### src/rtl/rf_wb_pkg.sv
`default_nettype none
// ============================================================================
// Module      : rf_wb_pkg
// Description : Shared defaults and requester encoding for the register-file
//               writeback arbiter.
// Revision    : 1.0 - initial release
// ============================================================================
package rf_wb_pkg;

    localparam int c_DATA_W = 32;
    localparam int c_ADDR_W = 5;

    // Requester identity; also the encoding of the round-robin history flag.
    typedef enum logic {
        REQ_ALU = 1'b0,
        REQ_MEM = 1'b1
    } req_e;

endpackage
`default_nettype wire

### src/rtl/rf_wb_buffer.sv
`default_nettype none
// ============================================================================
// Module      : rf_wb_buffer
// Description : One-entry hold buffer for a writeback requester. Accepts a
//               new request while empty, or while its current entry is being
//               drained by the arbiter in the same cycle.
// Revision    : 1.0 - initial release
// ============================================================================
module rf_wb_buffer
    import rf_wb_pkg::*;
#(
    parameter int DATA_W = c_DATA_W,
    parameter int ADDR_W = c_ADDR_W
) (
    input  logic              clk,
    input  logic              rst_n,
    input  logic              i_valid,
    input  logic [ADDR_W-1:0] i_addr,
    input  logic [DATA_W-1:0] i_data,
    input  logic              i_grant,
    output logic              o_ready,
    output logic              o_valid,
    output logic [ADDR_W-1:0] o_addr,
    output logic [DATA_W-1:0] o_data
);

    logic              r_valid;
    logic [ADDR_W-1:0] r_addr;
    logic [DATA_W-1:0] r_data;
    logic              w_accept;

    // Room is available when empty or when the held entry leaves this cycle.
    assign o_ready  = !r_valid || i_grant;
    assign w_accept = i_valid && o_ready;

    // Load on accept; otherwise empty out once the arbiter takes the entry.
    always_ff @(posedge clk or negedge rst_n) begin
        if (!rst_n) begin
            r_valid <= 1'b0;
            r_addr  <= '0;
            r_data  <= '0;
        end else if (w_accept) begin
            r_valid <= 1'b1;
            r_addr  <= i_addr;
            r_data  <= i_data;
        end else if (i_grant) begin
            r_valid <= 1'b0;
        end
    end

    assign o_valid = r_valid;
    assign o_addr  = r_addr;
    assign o_data  = r_data;

endmodule
`default_nettype wire

### src/rtl/regfile_wb_arbiter.sv
`default_nettype none
// ============================================================================
// Module      : regfile_wb_arbiter
// Description : Merges ALU and memory-load writeback requests onto a single
//               registered register-file write port. Each requester has a
//               one-entry hold buffer; ties are broken round-robin with the
//               ALU winning the first tie after reset. Writes to register 0
//               are drained silently.
//               Optional macro RF_SCOREBOARD_EN enables the busy_mask
//               pending-write scoreboard; otherwise busy_mask is all zeros.
// Revision    : 1.0 - initial release
// ============================================================================
module regfile_wb_arbiter
    import rf_wb_pkg::*;
#(
    parameter int DATA_W = c_DATA_W,
    parameter int ADDR_W = c_ADDR_W
) (
    input  logic                 clk,
    input  logic                 rst_n,
    input  logic                 alu_valid,
    input  logic [ADDR_W-1:0]    alu_addr,
    input  logic [DATA_W-1:0]    alu_data,
    output logic                 alu_ready,
    input  logic                 mem_valid,
    input  logic [ADDR_W-1:0]    mem_addr,
    input  logic [DATA_W-1:0]    mem_data,
    output logic                 mem_ready,
    output logic                 rf_we,
    output logic [ADDR_W-1:0]    rf_waddr,
    output logic [DATA_W-1:0]    rf_wdata,
    output logic [2**ADDR_W-1:0] busy_mask
);

    logic              w_aluValid;
    logic [ADDR_W-1:0] w_aluAddr;
    logic [DATA_W-1:0] w_aluData;
    logic              w_memValid;
    logic [ADDR_W-1:0] w_memAddr;
    logic [DATA_W-1:0] w_memData;

    logic              w_grantAlu;
    logic              w_grantMem;
    logic              w_anyGrant;
    logic [ADDR_W-1:0] w_selAddr;
    logic [DATA_W-1:0] w_selData;
    logic              w_doWrite;

    req_e              r_lastGrant;
    logic              r_rfWe;
    logic [ADDR_W-1:0] r_rfWaddr;
    logic [DATA_W-1:0] r_rfWdata;

    rf_wb_buffer #(
        .DATA_W (DATA_W),
        .ADDR_W (ADDR_W)
    ) u_aluBuf (
        .clk     (clk),
        .rst_n   (rst_n),
        .i_valid (alu_valid),
        .i_addr  (alu_addr),
        .i_data  (alu_data),
        .i_grant (w_grantAlu),
        .o_ready (alu_ready),
        .o_valid (w_aluValid),
        .o_addr  (w_aluAddr),
        .o_data  (w_aluData)
    );

    rf_wb_buffer #(
        .DATA_W (DATA_W),
        .ADDR_W (ADDR_W)
    ) u_memBuf (
        .clk     (clk),
        .rst_n   (rst_n),
        .i_valid (mem_valid),
        .i_addr  (mem_addr),
        .i_data  (mem_data),
        .i_grant (w_grantMem),
        .o_ready (mem_ready),
        .o_valid (w_memValid),
        .o_addr  (w_memAddr),
        .o_data  (w_memData)
    );

    // A lone full buffer wins outright; on a tie the side not granted last wins.
    assign w_grantAlu = w_aluValid && (!w_memValid || (r_lastGrant == REQ_MEM));
    assign w_grantMem = w_memValid && (!w_aluValid || (r_lastGrant == REQ_ALU));
    assign w_anyGrant = w_grantAlu || w_grantMem;
    assign w_selAddr  = w_grantAlu ? w_aluAddr : w_memAddr;
    assign w_selData  = w_grantAlu ? w_aluData : w_memData;
    // Register 0 is hard-wired: its writes are consumed but never issued.
    assign w_doWrite  = w_anyGrant && (w_selAddr != '0);

    // Output write stage and round-robin history; address/data hold when idle.
    always_ff @(posedge clk or negedge rst_n) begin
        if (!rst_n) begin
            r_lastGrant <= REQ_MEM;
            r_rfWe      <= 1'b0;
            r_rfWaddr   <= '0;
            r_rfWdata   <= '0;
        end else begin
            r_rfWe <= w_doWrite;
            if (w_anyGrant) begin
                r_lastGrant <= w_grantAlu ? REQ_ALU : REQ_MEM;
            end
            if (w_doWrite) begin
                r_rfWaddr <= w_selAddr;
                r_rfWdata <= w_selData;
            end
        end
    end

    assign rf_we    = r_rfWe;
    assign rf_waddr = r_rfWaddr;
    assign rf_wdata = r_rfWdata;

`ifdef RF_SCOREBOARD_EN
    // A register is busy while either buffer or the live write stage targets it.
    for (genvar i = 0; i < 2**ADDR_W; i++) begin : g_busy
        if (i == 0) begin : g_reg0
            assign busy_mask[i] = 1'b0;
        end else begin : g_regN
            assign busy_mask[i] = (w_aluValid && (w_aluAddr == ADDR_W'(i))) ||
                                  (w_memValid && (w_memAddr == ADDR_W'(i))) ||
                                  (r_rfWe     && (r_rfWaddr == ADDR_W'(i)));
        end
    end
`else
    assign busy_mask = '0;
`endif

endmodule
`default_nettype wire
### config.mk
export PLATFORM = sky130hd
export DESIGN_NAME = regfile_wb_arbiter
export DESIGN_NICKNAME = d
export VERILOG_FILES = /design/src/rtl/rf_wb_pkg.sv /design/src/rtl/rf_wb_buffer.sv /design/src/rtl/regfile_wb_arbiter.sv
export SDC_FILE = /design/constraint.sdc
export NUM_CORES = 1
export LEC_CHECK = 0
export ABC_CLOCK_PERIOD_IN_PS = 5000
export CAP_MARGIN = 5
export CORE_MARGIN = 4
export CORE_UTILIZATION = 45
export DETAILED_ROUTE_END_ITERATION = 8
export PLACE_DENSITY = 0.76
export SYNTH_ARGS = -nofsm -noshare
export SYNTH_HDL_FRONTEND = slang
export SYNTH_HIERARCHICAL = 1
export SYNTH_SLANG_ARGS = --single-unit
### constraint.sdc
create_clock -name clk -period 5 [get_ports clk]
set_input_delay 1 -clock clk [delete_from_list [all_inputs] [get_ports clk]]
set_output_delay 1 -clock clk [all_outputs]
set_load 0.05 [all_outputs]
==> out/results.ini, run 1 <==
[run_status]
status = finished, final reports clean

[final_layout]
n_antenna_cell = 0
finalNetCount = 581
drive_gt1_frac = 0.2558
instances_no_fill = 659
area_growth_syn_to_layout_pct = 30.92
post-route-util = 0.6109
stdcell_area_mm2 = 0.007094
nFillCells = 886

[synthesis]
synthMuxAreaShare = 0.2618
synth_common_cells = dfrtp_1, mux2_4, o21ai_0
synth_top_family_by_area = multiplexers
synth_compound_area_frac = 0.08982
yosysUniqueCellTypes = 36
synth_warnings = 6
synth_area_leaders = dfrtp_1, mux2_4, mux2i_1
synth_area_per_cell_um2 = 14.00
synth_edf_count = 0
postSynth.asyncResetShare = 1.000
synth-seq-cells = 115
yosys.area_share.adder = 0
synth_top_area_share = 0.5264
synth_area_mm2 = 0.005419
synthCells = 387
synth_top_cell_by_area = dfrtp_1
synth_most_common_cell = dfrtp_1
yosys.area_share.simple = 0.03025
synth-main-ff-cell = dfrtp_1
synth_xor_area_frac = 0
ys_seq_area_frac = 0.5313

[place]
post-place-cells = 627
io_buffer_count = 117
globalplace.congestion = 0.8136
place_ws_ps = 2064
placed_area_mm2 = 0.006456
dp_hpwl_um = 7525

[timing]
fin_setup_tns_ps = 0
worst_hold_slack_ps = 506.2
rsz0062_at_grt = false
clock_skew_ps = 6.694
worst_pin_slew_ps = 1035
finalCritPeriodShare = 0.6466
finalHoldViolCount = 0
min_period_ps = 3233
setup_viol = 0
setup_ws_ps = 1767
fmax_ghz = 0.3093
maxSlewViolCount = 0
slew-limit-headroom = 0.3099

[routing]
wl_um = 11550
wl_per_cell_um = 17.53
drtAntennaViolNets = 0
drtIter0Drc = 197
viasPerCell = 5.102
route.detailed.drc = 0
vias = 3362
dr.pass1.iters = 4

[cts]
cts_tree = yes
cts_buffer_depth = 2
clockRootBuffer = clkbuf_16
cts.reportedPaths.clkPinSlew_ps = 50
ctsResizeCount = 0
clk_latency_ps = 400
cts_sinks = 115
postCtsSetupRepairBufs = 0
htreeDepth = 4
ctsHoldBuffers = 0
numCtsBuffers = 17

[worst_setup_path]
r2r-end = rf_wdata[18]
slowest_delay_ps = 820
ff2ff_setup_slack_ps = 2020
end_kind = primary output
start_kind = register
crit_family = buffers and inverters
worst-path-buf-inv = 2
required_ps = 4000
cp_slowest_cell = clkdlybuf4s50_1
worstPathCellList = nand2b_1, nand2_2, inv_1, nand2b_4, clkdlybuf4s50_1
rr_worst_depth = 7
setup.worst_path.start = r_lastGrant
path_max_fanout = 4
crit_arrival_ps = 2230
crit_type = reg -> out
r2r-start = r_lastGrant

[global_routing]
grt_use_total = 0.1735
grt_max_degree = 85
grt_pass1_wl_um = 19070
grt_pass1_vias = 3625
antenna_found_initial = 0
grt_overflow_total = 0

[min_path]
min_path_cells = 2
whs_endpoint = r_lastGrant
hp-start = r_lastGrant
worstHoldPathType = reg -> reg

[power_and_ir_drop]
seqPwrFrac = 0.323
pwr_density_cell_mw_per_mm2 = 757.8
max-vdd-ir-drop_v = 0.0005803
p_leak_nw = 3.246
p_int_mw = 3.355
fin_total_pwr_mw = 5.376
power_frac_comb = 0.438
p_switching_mw = 2.022
p_clk_frac = 0.239
swShare = 0.3760

[floorplanning]
dieArea_mm2 = 0.01386
die_height_um = 117.7
core_mm2 = 0.01161
rows = 39
ios = 150
die_x_um = 117.7
start_util = 0.4666

[flow_run]
maxCapViolCount = 0

[layout by cell type, fill, tap and decap left out, types with 5 or more instances in the layout]
cell type,synthesis,layout
conb_1,1,32
clkbuf_16,0,17
mux2_2,14,14
o21ai_0,54,54
dfrtp_1,114,114
nand2_1,6,5
o21ai_2,10,10
clkdlybuf4s50_1,0,116
mux2_4,60,60
mux2i_1,36,36
[flip-flops by register name, indices dropped and copies added (netlist names)]
name / cells
rf_wdata: 32
u_aluBuf/o_data: 32
u_memBuf/o_data: 32
rf_waddr: 5
u_aluBuf/o_addr: 5
u_memBuf/o_addr: 5
r_lastGrant: 1
rf_we: 1
u_aluBuf/o_valid: 1
u_memBuf/o_valid: 1
[tightest hold or removal path, delay by kind of cell, from the launching register on]
family,cells,cell delay [ps]
flops,1,370
simple gates,1,80
compound gates,1,50
[power by group through the flow]
stage,clock [mW],sequential [mW],combinational (mW)
CTS,1.31,1.74,2.38
global placement,0,1.72,2.29
detailed placement,0,1.74,2.35
finish,1.29,1.74,2.36
floorplan,0,2.18,1.30
global route,1.36,1.80,2.51
[logic make-up (layout without fill, tap and decap cells)]
kind of cell	Yosys count	after routing
other cells	1	32
simple gates	26	26
buf+inv	56	154
mux	110	110
flops	115	115
compound gates	79	79
[final cells by class]
class	instances	area (um^2)	share of cell area
clock buffers	23	488.0	0.06878
clock inverters	9	150.1	0.02116
inverters	2	7.507	0.001058
multi-input cells	247	2200	0.3101
flip-flops and latches	115	2879	0.4058
well taps	143	178.9	0.02522
repair buffers	120	1191	0.1679
[layer usage]
metal	vias up	global-route usage	part of all wire
li1	1549	-	-
met1	1682	0.2218	0.44
met2	121	0.2727	0.48
met3	10	0.06920	0.068
met4	0	0.05201	0.0075
met5	-	0	0
[worst max-delay path by stage]
stage / end / slack, ps / depth (start not counted)
after floorplan: alu_ready / 2410 / 6
after global placement: rf_wdata[29] / 2200 / 7
after detailed placement: rf_wdata[29] / 2060 / 7
after CTS: alu_ready / 1740 / 5
after global routing: alu_ready / 1680 / 5
final: alu_ready / 1770 / 5
Note: power is estimated with default switching activity, not from simulation.
==> inputs of run 2 (changes only) <==
- ABC_CLOCK_PERIOD_IN_PS: 5000 -> 2750
- CORE_UTILIZATION: 45 -> 44
- PLACE_DENSITY: 0.76 -> 0.77
- clock period: 5 -> 2.75 ns (I/O delays scaled with it)
==> run 2 against run 1 <==
Clock skew is 1.5 ps higher. Sequential cell count did not move. Wire length grew 1.7%. Worst hold slack worse by 390 ps. Combinational power is 84% higher. Setup slack got worse by 1300 ps. Register-to-register slack got worse by 1400 ps. Clock-buffer cell count unchanged. Largest power group unchanged. Sequential share of layout area down 0.34 points. Final area grew 0.85%.
==> out/results.ini, run 2 (same netlist as run 1, synthesis figures left out) <==
[run_status]
status = finished, final reports clean

[timing]
maxSlewViolCount = 0  ; unchanged
fin_setup_tns_ps = 0  ; unchanged
clock_skew_ps = 8.237  ; +1.543 ps
rsz0062_at_grt = false
setup_ws_ps = 492.7  ; -1274 ps
finalHoldViolCount = 0  ; unchanged
fmax_ghz = 0.4430
worst_pin_slew_ps = 787.7  ; -247.4 ps
worst_hold_slack_ps = 119.5  ; -386.8 ps
finalCritPeriodShare = 0.8208
slew-limit-headroom = 0.4748  ; +0.1649
min_period_ps = 2257
setup_viol = 0  ; unchanged

[global_routing]
antenna_found_initial = 0  ; unchanged
grt_max_degree = 48  ; -44%
grt_overflow_total = 0  ; unchanged
grt_pass1_vias = 3676  ; +1.4%
grt_use_total = 0.1686  ; -0.004908
grt_pass1_wl_um = 18800  ; -1.4%

[routing]
vias = 3396  ; +1.0%
drtIter0Drc = 135  ; -31%
drtAntennaViolNets = 0  ; unchanged
viasPerCell = 5.084  ; -0.35%
wl_met2_um = 5908  ; +5.9%
wl_um = 11750  ; +1.7%
wl_per_cell_um = 17.58  ; +0.31%
route.detailed.drc = 0  ; unchanged
dr.pass1.iters = 4  ; unchanged
dr.max_layer_used = met4
wl_met1_um = 5006  ; -1.7%
wl_met3_um = 707  ; -10%

[cts]
numCtsBuffers = 17  ; unchanged
cts_sinks = 115  ; unchanged
cts.reportedPaths.clkPinSlew_ps = 60  ; about the same
htreeDepth = 4  ; unchanged
cts_tree = yes
cts_buffer_depth = 2  ; unchanged
clockRootBuffer = clkbuf_16
postCtsSetupRepairBufs = 0  ; unchanged
clk_latency_ps = 400  ; about the same

[floorplanning]
core_mm2 = 0.01201  ; +3.4%
dieArea_mm2 = 0.01416  ; +2.1%
die_x_um = 119.0  ; +1.1%
ios = 150  ; unchanged
start_util = 0.4511  ; -0.01546
die_height_um = 119.0  ; +1.1%
rows = 40  ; +2.6%

[final_layout]
seqCellArea_mm2 = 0.002879  ; unchanged
n_antenna_cell = 0  ; unchanged
nFillCells = 943  ; +6.4%
area_growth_syn_to_layout_pct = 32.02
drive_gt1_frac = 0.2630  ; +0.007142
stdcell_area_mm2 = 0.007154  ; +0.85%
finalNetCount = 586  ; +0.86%
post-route-util = 0.5956  ; -0.01523
layout_common_cells = clkdlybuf4s50_1, dfrtp_1, mux2_4, o21ai_0, mux2i_1
instances_no_fill = 668  ; +1.4%
multi_input_area_mm2 = 0.002200  ; unchanged

[place]
placed_area_mm2 = 0.006546  ; +1.4%
globalplace.congestion = 0.7997  ; -1.7%
place_ws_ps = 522.9  ; -1541 ps
io_buffer_count = 117  ; unchanged
dp_hpwl_um = 8040  ; +6.8%
post-place-cells = 636  ; +1.4%

[power_and_ir_drop]
pwr_density_cell_mw_per_mm2 = 1358  ; +79%
p_leak_nw = 3.276  ; +0.94%
fin_total_pwr_mw = 9.715  ; +81%
max-vdd-ir-drop_v = 0.0007314  ; +26%

[worst_setup_path]
worst-path-buf-inv = 1  ; -1
crit_family = flip-flops
slowest_delay_ps = 500  ; -320 ps
crit_type = reg -> out
required_ps = 2200  ; -1800 ps
worstPathCellList = a21boi_0, nand2b_4, dlymetal6s2s_1
end_kind = primary output
crit_arrival_ps = 1710  ; -520 ps
cp_slowest_cell = dfrtp_1
path_max_fanout = 9  ; +5
start_kind = register

[flow_run]
maxCapViolCount = 0  ; unchanged

[min_path]
worstHoldPathType = in -> async

==> run 2: changes by cell type in the layout (fill, tap and decap cells not counted) <==
| cell | change |
|---|---|
| clkbuf_1 | +1 |
| bufinv_16 | -1 |
| dlymetal6s2s_1 | +1 |
| clkbuf_8 | -1 |
| buf_12 | +4 |
| buf_4 | +2 |
| clkdlybuf4s50_1 | -2 |
| clkinvlp_4 | +1 |
==> run 2: worst paths after layout <==
kind                                    startpoint                  end  slack [ps]  cells past startpoint
max in group asynchronous                    rst_n  u_memBuf/o_data[29]        1850                      2
worst min register to register         rf_wdata[2]          rf_wdata[2]         510                      2
worst max register to register  u_memBuf/o_addr[3]         rf_wdata[16]         620                      6
worst min-delay path                         rst_n  u_aluBuf/o_data[14]         120                      1
worst max-delay path              u_aluBuf/o_valid            mem_ready         490                      3
min in group clk                       rf_wdata[2]          rf_wdata[2]         510                      2
==> run 2: layer usage <==
layer | vias up | GRT usage
met4 | 0 | 0.05720
met3 | 14 | 0.04891
li1 | 1548 | -
met2 | 116 | 0.2856
met1 | 1718 | 0.2066
met5 | - | 0
==> run 2: what timing repair did <==
action                     CTS  global route
setup endpoints to repair    0             1
gates resized for setup      0             1
hold buffers                 0             0
==> run 2: layout make-up <==
type                       count  share of cell area
sequential                   115              0.4024
timing repair buffer         125              0.1787
tap                          147             0.02571
clock inverter                 9             0.01784
clock buffer                  23             0.06681
inverter                       2            0.001049
multi-input combinational    247              0.3075
==> run 2: where the power goes <==
group          internal (mW)  total, mW  switching, mW
clock                   1.49       2.24          0.747
combinational           1.98       4.35           2.37
sequential              2.57       3.12          0.554
==> run 2: worst register-to-register path, cell delays in order (launching register included) <==
cell and delay (ps):
dfrtp_1 400, or4_1 530, a21o_1 200, a221oi_4 280
buf_4 370, o21ai_0 180, o21ai_0 100
==> inputs of run 3 (changes only) <==
- ABC_CLOCK_PERIOD_IN_PS: 2750 -> 2100
- CORE_UTILIZATION: 44 -> 45
- PLACE_DENSITY: 0.77 -> 0.76
- clock period: 2.75 -> 2.1 ns (I/O delays scaled with it)
==> run 3 against run 2 <==
Wire length rose by 4.9%. Sequential power up 32%. Power rose by 38%. Clock skew is 1.2 ps lower. Critical path depth down 2. Setup slack got worse by 450 ps. Combinational power up 43%. Global-route usage grew 1.3 points. Worst hold slack gained 300 ps. Die area decreased by 2.1%. Largest power group unchanged.
==> out/results.ini, run 3 (same netlist as run 1, synthesis figures left out) <==
[run_status]
status = finished, final reports clean

[worst_setup_path]
worst-path-buf-inv = 1  ; unchanged
cp_slowest_cell = clkdlybuf4s50_1
end_kind = primary output
slowest_delay_ps = 820  ; +320 ps
crit_family = buffers and inverters
path_max_fanout = 2  ; -7
crit_arrival_ps = 1630  ; -80 ps
worstPathCellList = clkdlybuf4s50_1
crit_type = reg -> out
setup.worst_path.start = rf_waddr[0]
start_kind = register
required_ps = 1680  ; -520 ps
r2r-end = rf_wdata[3]
rr_worst_depth = 6  ; unchanged
r2r-start = u_memBuf/o_addr[3]
ff2ff_setup_slack_ps = 50  ; -570 ps

[min_path]
worstHoldPathType = in -> async

[floorplanning]
ios = 150  ; unchanged
dieArea_mm2 = 0.01386  ; -2.1%
start_util = 0.4666  ; +0.01546
die_x_um = 117.7  ; -1.0%
core_mm2 = 0.01161  ; -3.3%
rows = 39  ; -2.5%
die_height_um = 117.7  ; -1.0%

[place]
post-place-cells = 638  ; +0.31%
placed_area_mm2 = 0.006650  ; +1.6%
globalplace.congestion = 0.7464  ; -6.7%
dp_hpwl_um = 8194  ; +1.9%
place_ws_ps = 44.24  ; -478.7 ps
io_buffer_count = 117  ; unchanged

[final_layout]
area_growth_syn_to_layout_pct = 38.17
nFillCells = 821  ; -13%
drive_gt1_frac = 0.3043  ; +0.04131
layout_common_cells = dfrtp_1, clkdlybuf4s50_1, mux2_4, o21ai_0, mux2i_1
finalNetCount = 604  ; +3.1%
layout_commonest_cell = dfrtp_1
multi_input_area_mm2 = 0.002251  ; +2.3%
n_antenna_cell = 0  ; unchanged
seqCellArea_mm2 = 0.002879  ; unchanged
stdcell_area_mm2 = 0.007487  ; +4.7%
instances_no_fill = 682  ; +2.1%
post-route-util = 0.6447  ; +0.04906

[routing]
drtAntennaViolNets = 0  ; unchanged
drtIter0Drc = 171  ; +27%
vias = 3504  ; +3.2%
dr.pass1.iters = 4  ; unchanged
route.detailed.drc = 0  ; unchanged
wl_per_cell_um = 18.06  ; +2.7%
wl_um = 12320  ; +4.9%
viasPerCell = 5.138  ; +1.1%

[timing]
fmax_ghz = 0.4869
setup_ws_ps = 46.32  ; -446.4 ps
rsz0062_at_grt = true
min_period_ps = 2054
finalHoldViolCount = 0  ; unchanged
fin_setup_tns_ps = 0  ; unchanged
setup_viol = 0  ; unchanged
worst_hold_slack_ps = 418.5  ; +299.0 ps
finalCritPeriodShare = 0.9779
maxSlewViolCount = 0  ; unchanged
slew-limit-headroom = 0.6325  ; +0.1576
worst_pin_slew_ps = 549.6  ; -238.2 ps
clock_skew_ps = 7.013  ; -1.224 ps

[power_and_ir_drop]
pwr_density_cell_mw_per_mm2 = 1796  ; +32%
p_int_mw = 8.376  ; +39%
swShare = 0.3771  ; -0.001055
p_clk_frac = 0.229  ; about the same
max-vdd-ir-drop_v = 0.001073  ; +47%
fin_total_pwr_mw = 13.45  ; +38%
power_frac_comb = 0.464  ; +0.016
p_leak_nw = 3.459  ; +5.6%
p_switching_mw = 5.070  ; +38%
seqPwrFrac = 0.307  ; -0.015

[cts]
cts.reportedPaths.clkPinSlew_ps = 60  ; about the same
clockRootBuffer = clkbuf_16
cts_tree = yes
clk_latency_ps = 410  ; about the same
cts_buffer_depth = 2  ; unchanged
htreeDepth = 4  ; unchanged
cts_sinks = 115  ; unchanged
numCtsBuffers = 17  ; unchanged

[global_routing]
grt_use_total = 0.1812  ; +0.01256
antenna_found_initial = 0  ; unchanged
grt_pass1_wl_um = 19960  ; +6.2%
grt_max_degree = 53  ; +10%
grt_pass1_vias = 3858  ; +5.0%
grt_overflow_total = 0  ; unchanged

[flow_run]
maxCapViolCount = 0  ; unchanged

==> run 3: cell type report <==
cell class,count,share of cell area
multi-input cells,247,0.3006
repair buffers,143,0.2037
clock buffers,20,0.06233
well taps,143,0.02390
inverters,2,0.001003
flip-flops and latches,115,0.3845
clock inverters,12,0.02390
==> run 3: worst reg2reg max path, stage by stage (launching register included) <==
cell       delay, ps
dfrtp_1          400
or4_1            500
a21o_1           200
a221oi_4         280
or2_4            280
clkbuf_16        190
o21ai_1           70
==> run 3: what timing repair did <==
action | 4_1_cts | 5_1_grt
gates resized for setup | 1 | 24
hold buffers | 1 | 0
buffers inserted | 0 | 8
pin swaps | 0 | 4
setup endpoints to repair | 1 | 38
hold endpoints to repair | 14 | 0
cloned | 0 | 4
==> run 3: layer usage <==
metal  GRT usage  wire (um)
met1      0.2202       5288
met4     0.06007        129
met2      0.2961       6098
met3     0.07064        801
met5           0          0
==> run 3: worst max-delay path by stage <==
stage	cells past startpoint	end	slack, ps
3_5_place_dp	6	rf_wdata[15]	40
6_report	1	rf_waddr[0]	50
2_1_floorplan	9	u_aluBuf/o_data[10]	20
5_1_grt	6	rf_wdata[25]	-50
3_3_place_gp	6	rf_wdata[19]	90
4_1_cts	6	rf_wdata[18]	20
==> run 3: power groups by stage <==
stage / combinational, mW / sequential [mW] / clock (mW)
6_report: 6.23 / 4.13 / 3.09
5_1_grt: 6.59 / 4.26 / 3.25
4_1_cts: 5.96 / 4.12 / 3.14
3_5_place_dp: 5.90 / 4.11 / 0
3_3_place_gp: 5.77 / 4.05 / 0
2_1_floorplan: 3.15 / 5.20 / 0
